**config.mk**
```make
export PLATFORM = sky130hd
export DESIGN_NAME = regbank_arbiter
export DESIGN_NICKNAME = d
export VERILOG_FILES = /design/src/rtl/regbank_arbiter_pkg.sv /design/src/rtl/reg8_cell.sv /design/src/rtl/regbank_arbiter_rr_pick.sv /design/src/rtl/regbank_arbiter.sv
export SDC_FILE = /design/constraint.sdc
export NUM_CORES = 1
export LEC_CHECK = 0
export BUFFER_PORTS_ARGS = -buffer_cell sky130_fd_sc_hd__buf_2
export CAP_MARGIN = 20
export CORE_UTILIZATION = 52
export CTS_CLUSTER_SIZE = 10
export DETAILED_ROUTE_END_ITERATION = 12
export PLACE_DENSITY = 0.8
export SYNTH_ARGS = -nofsm -noshare
export SYNTH_HDL_FRONTEND = slang
export SYNTH_SLANG_ARGS = --single-unit
```
**constraint.sdc**
```tcl
create_clock -name clock -period 2.7 [get_ports clock]
set_clock_uncertainty 0.05 [all_clocks]
set_input_delay 0.27 -clock clock [delete_from_list [all_inputs] [get_ports clock]]
set_output_delay 0.27 -clock clock [all_outputs]
set_load 0.03 [all_outputs]
```
**src/rtl/regbank_arbiter_pkg.sv**
```systemverilog
// Shared definitions for the register-bank arbiter: data width, FSM states, bank sizing.
package regbank_arbiter_pkg;

    localparam int unsigned DATA_W = 8;

    // Default bank depth for the standard 3-bit address configuration.
    localparam int unsigned BANK_DEPTH = 8;

    typedef enum logic {
        IDLE = 1'b0,
        OWN  = 1'b1
    } state_t;

    // Number of bank entries for a given address width.
    function automatic int unsigned bank_depth(input int unsigned aw);
        return 32'd1 << aw;
    endfunction

endpackage

```
**src/rtl/reg8_cell.sv**
```systemverilog
// 8-bit register cell with asynchronous active-low reset and write enable.
module reg8_cell (
    input  logic       clock,
    input  logic       reset_N,
    input  logic       en,
    input  logic [7:0] d,
    output logic [7:0] q
);

    // Load d when enabled; clear asynchronously on reset.
    always_ff @(posedge clock or negedge reset_N) begin
        if (!reset_N)
            q <= '0;
        else if (en)
            q <= d;
    end

endmodule

```
**src/rtl/regbank_arbiter_rr_pick.sv**
```systemverilog
// Round-robin selector: first set, non-excluded request bit scanning upward from ptr.
module rr_pick #(
    parameter int unsigned N_REQ = 4,
    parameter int unsigned IDX_W = 2
) (
    input  logic [N_REQ-1:0] req,
    input  logic [IDX_W-1:0] ptr,
    input  logic [N_REQ-1:0] excl,
    output logic             found,
    output logic [IDX_W-1:0] winner
);

    logic [IDX_W-1:0] cand;

    // Scan ptr, ptr+1, ... wrapping modulo N_REQ; keep the first eligible hit.
    always_comb begin
        found  = 1'b0;
        winner = '0;
        cand   = '0;
        for (int unsigned k = 0; k < N_REQ; k++) begin
            cand = IDX_W'((32'(ptr) + k) % N_REQ);
            if (!found && req[cand] && !excl[cand]) begin
                found  = 1'b1;
                winner = cand;
            end
        end
    end

endmodule

```
**src/rtl/regbank_arbiter.sv**
```systemverilog
// Round-robin arbiter granting N_REQ requesters access to a shared register bank,
// with a hold limit that forces re-arbitration while others are waiting.
module regbank_arbiter
    import regbank_arbiter_pkg::*;
#(
    parameter int unsigned N_REQ    = 4,
    parameter int unsigned ADDR_W   = 3,
    parameter int unsigned MAX_HOLD = 4
) (
    input  logic                                     clock,
    input  logic                                     reset_N,
    input  logic [N_REQ-1:0]                         req,
    input  logic [N_REQ-1:0]                         we,
    input  logic [N_REQ*ADDR_W-1:0]                  addr,
    input  logic [N_REQ*DATA_W-1:0]                  wdata,
    output logic [N_REQ-1:0]                         gnt,
    output logic [DATA_W-1:0]                        rdata,
    output logic                                     rvalid,
    output logic                                     busy,
    output logic [DATA_W*bank_depth(ADDR_W)-1:0]     regs_q
);

    localparam int unsigned DEPTH  = bank_depth(ADDR_W);
    localparam int unsigned IDX_W  = (N_REQ > 1) ? $clog2(N_REQ) : 1;
    localparam int unsigned HCNT_W = 4;

    if (N_REQ < 2 || N_REQ > 8) begin : g_bad_n_req
        $error("regbank_arbiter: N_REQ must be 2..8");
    end
    if (MAX_HOLD < 1 || MAX_HOLD > 15) begin : g_bad_max_hold
        $error("regbank_arbiter: MAX_HOLD must be 1..15");
    end

    state_t              state;
    logic [IDX_W-1:0]    own;
    logic [IDX_W-1:0]    ptr;
    logic [HCNT_W-1:0]   hcnt;

    logic [N_REQ-1:0]    excl;
    logic                found;
    logic [IDX_W-1:0]    winner;
    logic [IDX_W-1:0]    winner_next;

    logic                own_req;
    logic                own_we;
    logic [ADDR_W-1:0]   own_addr;
    logic [DATA_W-1:0]   own_wdata;
    logic                access;
    logic                hold_done;
    logic                take_new;

    logic [DEPTH-1:0]    bank_we;
    logic [DATA_W-1:0]   bank_q [DEPTH];

    // Owner's request fields; only the owner's inputs ever reach the bank.
    always_comb begin
        own_req   = req[own];
        own_we    = we[own];
        own_addr  = addr[own*ADDR_W +: ADDR_W];
        own_wdata = wdata[own*DATA_W +: DATA_W];
    end

    // Access, hold-limit and hand-over decisions for the coming edge.
    always_comb begin
        excl = '0;
        if (state == OWN)
            excl[own] = 1'b1;
        access      = (state == OWN) && own_req;
        hold_done   = access && (hcnt == HCNT_W'(MAX_HOLD - 1));
        take_new    = found && ((state == IDLE) || !own_req || hold_done);
        winner_next = (32'(winner) == N_REQ - 1) ? '0 : winner + 1'b1;
    end

    rr_pick #(
        .N_REQ (N_REQ),
        .IDX_W (IDX_W)
    ) u_rr_pick (
        .req    (req),
        .ptr    (ptr),
        .excl   (excl),
        .found  (found),
        .winner (winner)
    );

    // Grant FSM: new grant, release to idle, or count another access.
    always_ff @(posedge clock or negedge reset_N) begin
        if (!reset_N) begin
            state <= IDLE;
            own   <= '0;
            ptr   <= '0;
            hcnt  <= '0;
            gnt   <= '0;
            busy  <= 1'b0;
        end else if (take_new) begin
            state <= OWN;
            own   <= winner;
            ptr   <= winner_next;
            hcnt  <= '0;
            gnt   <= N_REQ'(1) << winner;
            busy  <= 1'b1;
        end else if ((state == OWN) && !own_req) begin
            state <= IDLE;
            hcnt  <= '0;
            gnt   <= '0;
            busy  <= 1'b0;
        end else if (access) begin
            hcnt  <= hold_done ? '0 : hcnt + 1'b1;
        end
    end

    // Read port: capture the owner's read and pulse rvalid for one cycle.
    always_ff @(posedge clock or negedge reset_N) begin
        if (!reset_N) begin
            rdata  <= '0;
            rvalid <= 1'b0;
        end else begin
            rvalid <= access && !own_we;
            if (access && !own_we)
                rdata <= bank_q[own_addr];
        end
    end

    // Decode the owner's write into a single entry enable.
    always_comb begin
        bank_we = '0;
        if (access && own_we)
            bank_we[own_addr] = 1'b1;
    end

    for (genvar k = 0; k < DEPTH; k++) begin : g_bank
        reg8_cell u_cell (
            .clock   (clock),
            .reset_N (reset_N),
            .en      (bank_we[k]),
            .d       (own_wdata),
            .q       (bank_q[k])
        );
        assign regs_q[k*DATA_W +: DATA_W] = bank_q[k];
    end

endmodule
```
-- Yosys cells after proc, flatten, opt, wreduce, memory -nomap -nowiden
Index checks and enable logic that the tools add are counted.
- bits in registers: 86
- $lt $le $gt $ge: 9
- shift-type cells: 3
- reduce and logical (&&, ||, !) cells: 28
- multiplexer cells: 46
- $add $sub $neg: 5
- multiply operators: 1
- bitwise logic cells: 2
- eq/ne operators: 2
- operators with widths (kind ; number):
    indexed part select 32 x 6 -> 8 bit ; 1
    two-way mux 4 bit ; 7
    binary-select mux 8 bit (select 3 bit) ; 1
    two-way mux 8 bit ; 3
    binary-select mux 1 bit (select 2 bit) ; 10
    two-way mux 1 bit ; 18
    logical AND 1 bit ; 15
    < comparator 2 x 3 -> 1 bit, second input constant ; 5
    indexed part select 12 x 5 -> 3 bit ; 1
    two-way mux 2 bit ; 5
    logical NOT 1 bit ; 9
    adder 2 x 1 -> 2 bit, second input constant ; 2
    adder 2 bit, second input constant ; 2
    adder 4 x 1 -> 4 bit, second input constant ; 1
    equality test 4 x 2 -> 1 bit, second input constant ; 1
    greater-or-equal comparator 4 bit, second input constant ; 1
    < comparator 3 x 4 -> 1 bit, second input constant ; 1
    multiplier 2 x 2 -> 4 bit, second input constant ; 1
    inverter 3 -> 4 bit ; 1
    left shift 1 x 2 -> 4 bit, first input constant ; 1
    demux 1 bit (select 3 bit) ; 1
    greater-or-equal comparator 3 x 1 -> 1 bit, second input constant ; 1
    nonzero test 3 bit ; 1
    demux 1 bit (select 2 bit) ; 1
    other kinds (5) ; 6

-- Depth between registers and ports, before layout
Gate-level depths: netlist (run 1).
- word-level depth: 24
- mapped depth: 9
- depth with buffers taken out: 8

-- By module
A second synthesis (run 1) with hierarchy kept.
- cell total of the unflattened synthesis: 334
- area total of the unflattened synthesis: 4593.2 um^2
- by module, submodules not included (module ; area each (um^2) ; seq. area each (um^2) ; cells an instance ; times used):
    reg8_cell ; 331.6 ; 200.2 ; 17 ; 8
    regbank_arbiter ; 1833.0 ; 550.5 ; 181 ; 1
    rr_pick ; 107.6 ; 0.0 ; 17 ; 1

-- Worst setup path after synthesis (run 1)
No wires, ideal clock.
- path type: reg2reg
- start: reg own[0]
- end: reg ptr[1]
- data arrival time: 2176 ps
- library setup time: 125 ps
- required time: 2525 ps
- buffers on the path: 1
- path slack: 349 ps
- cell stages (with the launch flop): 9
- cell sequence: dfrtp_1 > buf_6 > xor2_1 > o221a_2 > a221oi_1 > a22oi_1 > a21oi_1 > ha_1 > mux2_2
- cells in the longest elaborated chain, start to end: 24
- elaborated cells on any way between the ends: 47
- classes of those cells: add/sub: 1; order compare: 2; eq/ne: 1; mux: 22; reduce/logical: 21
- ends and longest elaborated chain (element ; line ; RTL):
    start: declaration ; regbank_arbiter.sv:35 ; logic [IDX_W-1:0] own;
    start signal: assignment ; regbank_arbiter.sv:96 ; own <= winner;
    < comparator 2 x 3 -> 1 bit (not written as such) or greater-or-equal comparator 2 x 1 -> 1 bit (tied branches) ; regbank_arbiter.sv:67 ; excl[own] = 1'b1;
    logical AND 1 bit (not written as such) ; regbank_arbiter.sv:67 ;
    two-way mux 1 bit (not written as such) ; regbank_arbiter.sv:67 ;
    demux 1 bit (select 2 bit) * ; regbank_arbiter.sv:67 ;
    two-way mux 4 bit * ; regbank_arbiter.sv:66 ; if (state == OWN)
    binary-select mux 1 bit (select 2 bit) ; regbank_arbiter_rr_pick.sv:22 ; if (!found && req[cand] && !excl[cand]) begin
    two-way mux 1 bit (not written as such) ; regbank_arbiter_rr_pick.sv:22 ;
    logical NOT 1 bit ; regbank_arbiter_rr_pick.sv:22 ;
    (+9 left out) ; n/a ;
    two-way mux 1 bit ; regbank_arbiter_rr_pick.sv:22 ;
    logical NOT 1 bit ; regbank_arbiter_rr_pick.sv:22 ;
    logical AND 1 bit (2 in a row) ; regbank_arbiter_rr_pick.sv:22 ;
    two-way mux 2 bit * ; regbank_arbiter_rr_pick.sv:22 ;
    via u_rr_pick.winner[0] ; regbank_arbiter_rr_pick.sv:10 ; output logic [IDX_W-1:0] winner
    adder 2 x 1 -> 2 bit or equality test 2 bit (tied branches) ; regbank_arbiter.sv:71 ; winner_next = (32'(winner) == N_REQ - 1) ? '0 : winner + 1'b1;
    two-way mux 2 bit * ; regbank_arbiter.sv:71 ;
    via winner_next[1] ; regbank_arbiter.sv:42 ; logic [IDX_W-1:0] winner_next;
    end signal: assignment ; regbank_arbiter.sv:97 ; ptr <= winner_next;
    end: declaration ; regbank_arbiter.sv:36 ; logic [IDX_W-1:0] ptr;
Mark *: on every way through the listed nets, which the timed path passes. The rest lies on a longest branch. The select of a mux whose other input is x is not followed.
A chain may end at the register's enable or synchronous reset.

-- Worst setup path after layout (run 1)
- start: reg own[0]
- end: reg g_bank[4].u_cell.q[5]
- cells in the longest elaborated chain, start to end: 7
- elaborated cells on any way between the ends: 15
- classes of those cells: mul: 1; order compare: 2; shift: 2; mux: 7; reduce/logical: 3
- ends and longest elaborated chain (element ; line ; RTL):
    multiplier 2 x 2 -> 4 bit ; regbank_arbiter.sv:59 ; own_addr = addr[own*ADDR_W +: ADDR_W];
    indexed part select 12 x 5 -> 3 bit ; regbank_arbiter.sv:59 ;
    < comparator 3 x 4 -> 1 bit (not written as such) or greater-or-equal comparator 3 x 1 -> 1 bit (tied branches) ; regbank_arbiter.sv:127 ; bank_we[own_addr] = 1'b1;
    logical AND 1 bit (not written as such) ; regbank_arbiter.sv:127 ;
    two-way mux 1 bit (not written as such) ; regbank_arbiter.sv:127 ;
    demux 1 bit (select 3 bit) ; regbank_arbiter.sv:127 ;
    two-way mux 8 bit ; regbank_arbiter.sv:126 ; if (access && own_we)
    end signal: assignment ; reg8_cell.sv:13 ; q <= '0;
    end signal: assignment ; reg8_cell.sv:15 ; q <= d;
    end: declaration ; reg8_cell.sv:7 ; output logic [7:0] q
Several ways; a longest one is shown, not always the timed one. The select of a mux whose other input is x is not followed.

==> results of run 1 <==
==> worst max-delay path, stage by stage, from the launching register on <==
cell	delay (ps)
dfrtp_1	500
buf_4	200
mux4_2	400
and2_1	170
nand3b_1	90
buf_4	170
nor2_2	440
mux2_2	400
==> what timing repair did <==
action	4_1_cts	5_1_grt
endpoints found under the hold margin	46	0
hold buffers	1	0
gates resized for setup	0	3
setup endpoints to repair	0	9
==> stage by stage <==
| step | hold WS, ps | setup TNS, ps | instances | power, mW | setup WS (ps) |
|---|---|---|---|---|---|
| 2_1_floorplan | -75.59 | 0 | 363 | 5.728 | 349.4 |
| 3_5_place_dp | 281.8 | 0 | 604 | 7.202 | 110.4 |
| 4_1_cts | 92.22 | 0 | 621 | 8.186 | 84.99 |
| 6_report | 106.5 | 0 | 621 | 8.195 | 167.9 |
| 5_1_grt | 97.76 | -0.06817 | 621 | 8.692 | -0.06817 |
| 3_3_place_gp | 275.6 | 0 | 604 | 7.050 | 187.8 |
==> layer usage <==
layer	vias to the layer above	track usage [%]	part of all wire, %
met4	0	12.19	2.1
met3	21	4.386	6.1
li1	1654	-	-
met2	176	49.23	51
met5	-	0	0
met1	1872	36.79	40
==> final cells by class <==
| type | count | share of cell area (%) |
|---|---|---|
| Clock inverter | 7 | 1.573 |
| Sequential cell | 86 | 38.10 |
| Tap cell | 105 | 2.326 |
| Inverter | 5 | 0.3323 |
| Timing Repair Buffer | 153 | 14.84 |
| Multi-Input combinational cell | 256 | 40.63 |
| Clock buffer | 9 | 2.193 |
==> state kept, by name (all words and copies together) (netlist names) <==
signal	count
rdata	8
g_bank.u_cell.q	64
ptr	2
state	1
gnt	4
rvalid	1
hcnt	4
own	2
==> worst max path at each step <==
| stage | from | end | slack [ps] | cells past startpoint |
|---|---|---|---|---|
| detailed placement | own[0] | g_bank[5].u_cell.q[1] | 110 | 7 |
| global route | own[0] | ptr[1] | -0.07 | 8 |
| finish | own[0] | g_bank[4].u_cell.q[5] | 170 | 7 |
| floorplan | own[0] | ptr[1] | 350 | 8 |
| global placement | own[0] | g_bank[5].u_cell.q[0] | 190 | 7 |
| CTS | own[0] | g_bank[1].u_cell.q[3] | 80 | 7 |
==> synthesized netlist by cell type, drive strengths merged (2+ instances only) <==
master | count | area, um2
nand2 | 18 | 67.56
nor3b | 2 | 15.01
o22a | 2 | 17.52
mux2 | 73 | 852.1
o21ai | 17 | 85.08
o22ai | 4 | 25.02
mux2i | 26 | 260.3
clkbuf | 7 | 26.28
and2 | 2 | 12.51
dfrtp | 86 | 2152
nand2b | 11 | 68.82
nor2 | 23 | 103.9
a21oi | 10 | 50.05
o221a | 2 | 22.52
or2 | 3 | 18.78
inv | 5 | 18.77
a21o | 2 | 15.01
nand3 | 7 | 35.03
mux4 | 12 | 270.3
nand3b | 3 | 22.52
ha | 5 | 62.56
a211oi | 3 | 22.52
buf | 9 | 57.55
o221ai | 7 | 61.31
o21bai | 2 | 15.01
a31oi | 2 | 12.51
nor3 | 2 | 10.01
==> power groups by stage <==
stage               combinational, mW  sequential, mW  clock (mW)
global route                     5.18            2.48        1.03
finish                           4.81            2.41       0.971
global placement                 4.65            2.40           0
detailed placement               4.77            2.43           0
CTS                              4.80            2.40       0.981
floorplan                        2.36            3.36           0
==> logic make-up (layout without fill, tap and decap cells) <==
kind of cell / Yosys count / after routing
AO/OA/AOI/OAI: 63 / 63
XOR/XNOR: 1 / 1
adder cells (fa/ha/maj): 5 / 5
buffers and inverters: 21 / 174
flip-flops: 86 / 86
multiplexers: 111 / 111
AND/OR/NAND/NOR: 76 / 76
==> results.toml, run 1 <==
[place]
placed_area_um2 = 5411
io_buffers = 131
gp_congestion = 0.9431
dp_hpwl_mm = 9.197

[hold_path]
min_path_cells = 3
hp-start = "req[3]"
hold_class = "primary input to register"
holdPathEnd = "state"

[grt]
grt_usage_pct = 28.93
grt_pass1_vias = 3772
grt_max_degree = 49
antenna_found_initial = 0
overflow = 0
grt_pass1_wl_mm = 19.40

[die]
ios = 132
rows = 33
core-area_um2 = 8341
start_util_pct = 54.38
die_w_um = 95.40
die_y_um = 95.40
dieArea_um2 = 9100

[yosys]
synth_async_sr_flop_share_pct = 100.0
ys_warn_count = 0
synth-main-ff-cell = "dfrtp_1"
synth_edf_count = 0
synth-seq-cells = 86
synthMuxAreaShare_pct = 30.48
synth_compound_area_share_pct = 9.683
synth_top_family_by_area = "multiplexers"
ys_types = 50
seq_area_frac_synth_pct = 47.45
synth-simple-area-share_pct = 8.552
syn-num-nets = 422
syn_area_um2 = 4536
synth.avg_cell_area_um2 = 12.49
syn_inst = 363
synth_xor_area_share_pct = 0.1931
synth_fa_ha_area_share_pct = 1.379

[pwr]
total_leakage_power_nw = 2.697
p_sw_mw = 3.960
p_int_mw = 4.235
powerDensity_nw_per_um2 = 1451
combPwrFrac_pct = 58.7
pwr-share-clk_pct = 11.9
peakVddDrop_mv = 0.6576
p_seq_share_pct = 29.4
switching_share_pct = 48.32

[finish]
final_common_cell = "buf_2"
nets = 570
final_area_um2 = 5648
fin_util_pct = 67.72
nFillCells = 634
diodes = 0
syn_to_final_growth_pct = 24.52
layout_common_cells = "buf_2, dfrtp_1, mux2_2"
drive_gt1_share_pct = 51.36
multi_input_area_um2 = 2295
seq_area_um2 = 2152

[route]
routed_wl_mm = 12.26
wl_per_cell_um = 19.74
vias_per_cell = 5.995
num_vias = 3723
drc = 0
first_pass_iters = 4
postRouteAntennaNets = 0
drtIter0Drc = 136

[worst_setup_path]
cp-end-kind = "register"
worstSetupStartpointType = "register"
reg2regPathDepth = 7
critPathArrivalTime_ps = 2730
r2r-end = "g_bank[4].u_cell.q[5]"
cp_max_fo = 8
critical_path_class = "register to register"
r2r_setup_slack_ps = 170
worst-endpoint-required_ps = 2890
worstReg2RegStart = "own[0]"

[timing]
worstMarginPinSlew_ps = 634.2
setup_viol = 0
maxSlewHeadroom_pct = 57.72
period_minus_slack_ps = 2532
hold_violations = 0
clock.fmax_mhz = 394.9
timing.final.crit_share_pct = 93.78
slew_viol_final = 0

[outcome]
status = "finished, final reports clean"

[clocking]
clockBufferDepth = 2
post_cts_buffers = 0
cts_buffers = 9
cts_tree = "done"
cts_sinks = 86
clk_latency_ps = 360
clkTransAtPathRegs_ps = 90
clockRootBuffer = "clkbuf_8"
h-tree-depth = 3

[run]
max-cap-violations = 0
No activity file was read; power rests on OpenSTA's default activity.
==> inputs of run 2 (changes only) <==
--- a/config.mk
+++ b/config.mk
@@ -13,4 +13,5 @@
 export PLACE_DENSITY = 0.8
 export SYNTH_ARGS = -nofsm -noshare
 export SYNTH_HDL_FRONTEND = slang
+export SYNTH_HIERARCHICAL = 1
 export SYNTH_SLANG_ARGS = --single-unit
==> run 2 against run 1 <==
Effect of this change: area after synthesis is 1.3% higher; synthesized cell count is 8.0% lower; die area is 1.2% higher; critical path type unchanged; critical endpoint is now ptr[1]; highest routed layer unchanged.
==> results.toml, run 2 <==
[outcome]
status = "finished, final reports clean"

[yosys]
syn_area_um2 = 4593
synth-seq-cells = 86
yosysMostFrequentCell = "dfrtp_1"
yosysTopAreaCellShare_pct = 46.85
ys_warn_count = 6
yosys-top-cells-count = "dfrtp_1, mux2_4, mux2i_1"
ys_types = 33
seq_area_frac_synth_pct = 46.85
synth_edf_count = 0
synth_async_sr_flop_share_pct = 100.0
synth.avg_cell_area_um2 = 13.75
yosys-top-cells-area = "dfrtp_1, mux2_4, mux2i_1, mux4_2, buf_6"
synth-main-ff-cell = "dfrtp_1"
syn_inst = 334
syn-num-nets = 393
synth_area_leader_cell = "dfrtp_1"

[die]
start_util_pct = 54.80
die_w_um = 95.99
rows = 33
dieArea_um2 = 9213
core-area_um2 = 8382
ios = 132
die_y_um = 95.99

[route]
routed_wl_mm = 11.08
wl_per_cell_um = 19.07
vias_per_cell = 5.645
drc = 0
num_vias = 3280
first_pass_iters = 4
drtIter0Drc = 142
postRouteAntennaNets = 0

[pwr]
p_sw_mw = 3.765
p_int_mw = 4.259
total_leakage_power_nw = 2.779
totalPowerFinal_mw = 8.024
p_seq_share_pct = 30.4
combPwrFrac_pct = 58.4
switching_share_pct = 46.93
powerDensity_nw_per_um2 = 1447
pwr-share-clk_pct = 11.2
peakVddDrop_mv = 0.6547

[worst_setup_path]
critical_path_class = "register to register"
cp-end-kind = "register"
worst-endpoint-required_ps = 2900
worstSetupStartpointType = "register"
cp_max_fo = 11
critPathArrivalTime_ps = 2640

[grt]
grt_pass1_wl_mm = 17.18
grt_usage_pct = 25.44
grt_max_degree = 69
grt_pass1_vias = 3185
antenna_found_initial = 0
overflow = 0

[finish]
nFillCells = 646
largest_reg_flops = 64
drive_gt1_share_pct = 51.89
final_common_cell = "buf_2"
diodes = 0
layout_common_cells = "buf_2, dfrtp_1, mux2_4"
syn_to_final_growth_pct = 20.70
seq_area_um2 = 2153
reg_top3 = "g_bank.u_cell/q x64, rdata x8"
nets = 530
multi_input_area_um2 = 2236
largest-register = "g_bank.u_cell/q"

[timing]
rsz0062_at_grt = "no"
maxSlewHeadroom_pct = 33.37
period_minus_slack_ps = 2437
setup_tns_ps = 0
slew_viol_final = 0
timing.final.crit_share_pct = 90.25
setup_viol = 0
worstMarginPinSlew_ps = 995.7
clock.fmax_mhz = 410.4
layout_setup_ws_ps = 263.2
hold_violations = 0

[place]
io_buffers = 131
pre_cts_slack_ps = 73.54
dp_hpwl_mm = 8.221
gp_congestion = 0.8007

[clocking]
cts_sinks = 86
cts_tree = "done"
clk_latency_ps = 370
cts_buffers = 9
clkTransAtPathRegs_ps = 100
clockBufferDepth = 2
clockRootBuffer = "clkbuf_8"
h-tree-depth = 3

[hold_path]
hold_class = "primary input to asynchronous set/reset pin"

[run]
max-cap-violations = 0
[run 2: changes by cell type in the layout (fill, tap and decap cells not counted), sizes merged, moves of 5 or more]
cell,previous run,this run
a21oi,10,2
buf,152,147
mux2,73,68
mux2i,26,33
nand2b,11,6
o221ai,7,0
o22ai,4,16
[run 2: power groups by stage]
stage	Sequential (mW)	Clock [mW]	Combinational [mW]
after floorplan	3.35	0	2.54
after detailed placement	2.45	0	4.67
after CTS	2.43	0.919	4.68
after global routing	2.51	0.979	5.01
after global placement	2.41	0	4.54
final	2.44	0.899	4.69
[run 2: cells by family after synthesis]
family          count (synthesis)  synth area share (%)
compound gates                 42                 5.720
fa+ha+maj                       5                 1.362
buf+inv                        28                 4.467
flops                          86                 46.85
mux                           114                 35.47
simple gates                   59                 6.129
[run 2: routing by layer]
metal | share of wire, % | up-vias | global-route usage [%]
met5 | 0 | - | 0
li1 | - | 1489 | -
met2 | 49 | 119 | 40.07
met3 | 6.0 | 16 | 3.949
met1 | 44 | 1656 | 35.50
met4 | 1.6 | 0 | 9.577
[run 2: path summary, 6_finish.rpt]
check	start	endpoint	slack [ps]	cells past startpoint
max	own[0]	ptr[1]	260	8
max reg2reg	own[0]	ptr[1]	260	8
max in group asynchronous	reset_N	g_bank[5].u_cell/q[7]	1690	3
min in group clock	req[1]	state	340	4
min	reset_N	g_bank[3].u_cell/q[6]	270	2
min reg2reg	rdata[0]	rdata[0]	440	2
[run 2: metrics by stage]
stage	utilization, %	area [um2]	hold slack [ps]	cells
final	66.14	5544	273.8	581
after global routing	66.14	5544	288.1	581
after CTS	65.95	5528	279.1	579
after detailed placement	63.44	5318	122.2	562
after global placement	63.44	5318	120.5	562
after floorplan	-	4593	-75.59	334
[run 2: final cells by class]
type                    instances  share of cell area [%]
clock inverters                 7                   1.377
flip-flops and latches         86                   38.84
clock buffers                   9                   2.234
repair buffers                148                   14.44
well taps                     105                   2.370
multi-input cells             220                   40.33
inverters                       6                  0.4062
[run 2: timing repair]
| item | in CTS | in global routing |
|---|---|---|
| hold buffers | 1 | 0 |
| endpoints found under the hold margin | 18 | 0 |
| gates resized for setup | 0 | 1 |
| buffers inserted | 0 | 2 |
| endpoints found under the setup margin | 0 | 1 |
[run 2: worst max-delay path, cell delays in order (launching register included)]
cell,delay [ps]
dfrtp_2,510
buf_4,230
nor3_1,250
nand2b_1,190
o21ai_1,90
a21oi_1,320
inv_1,120
ha_1,290
mux2_2,270
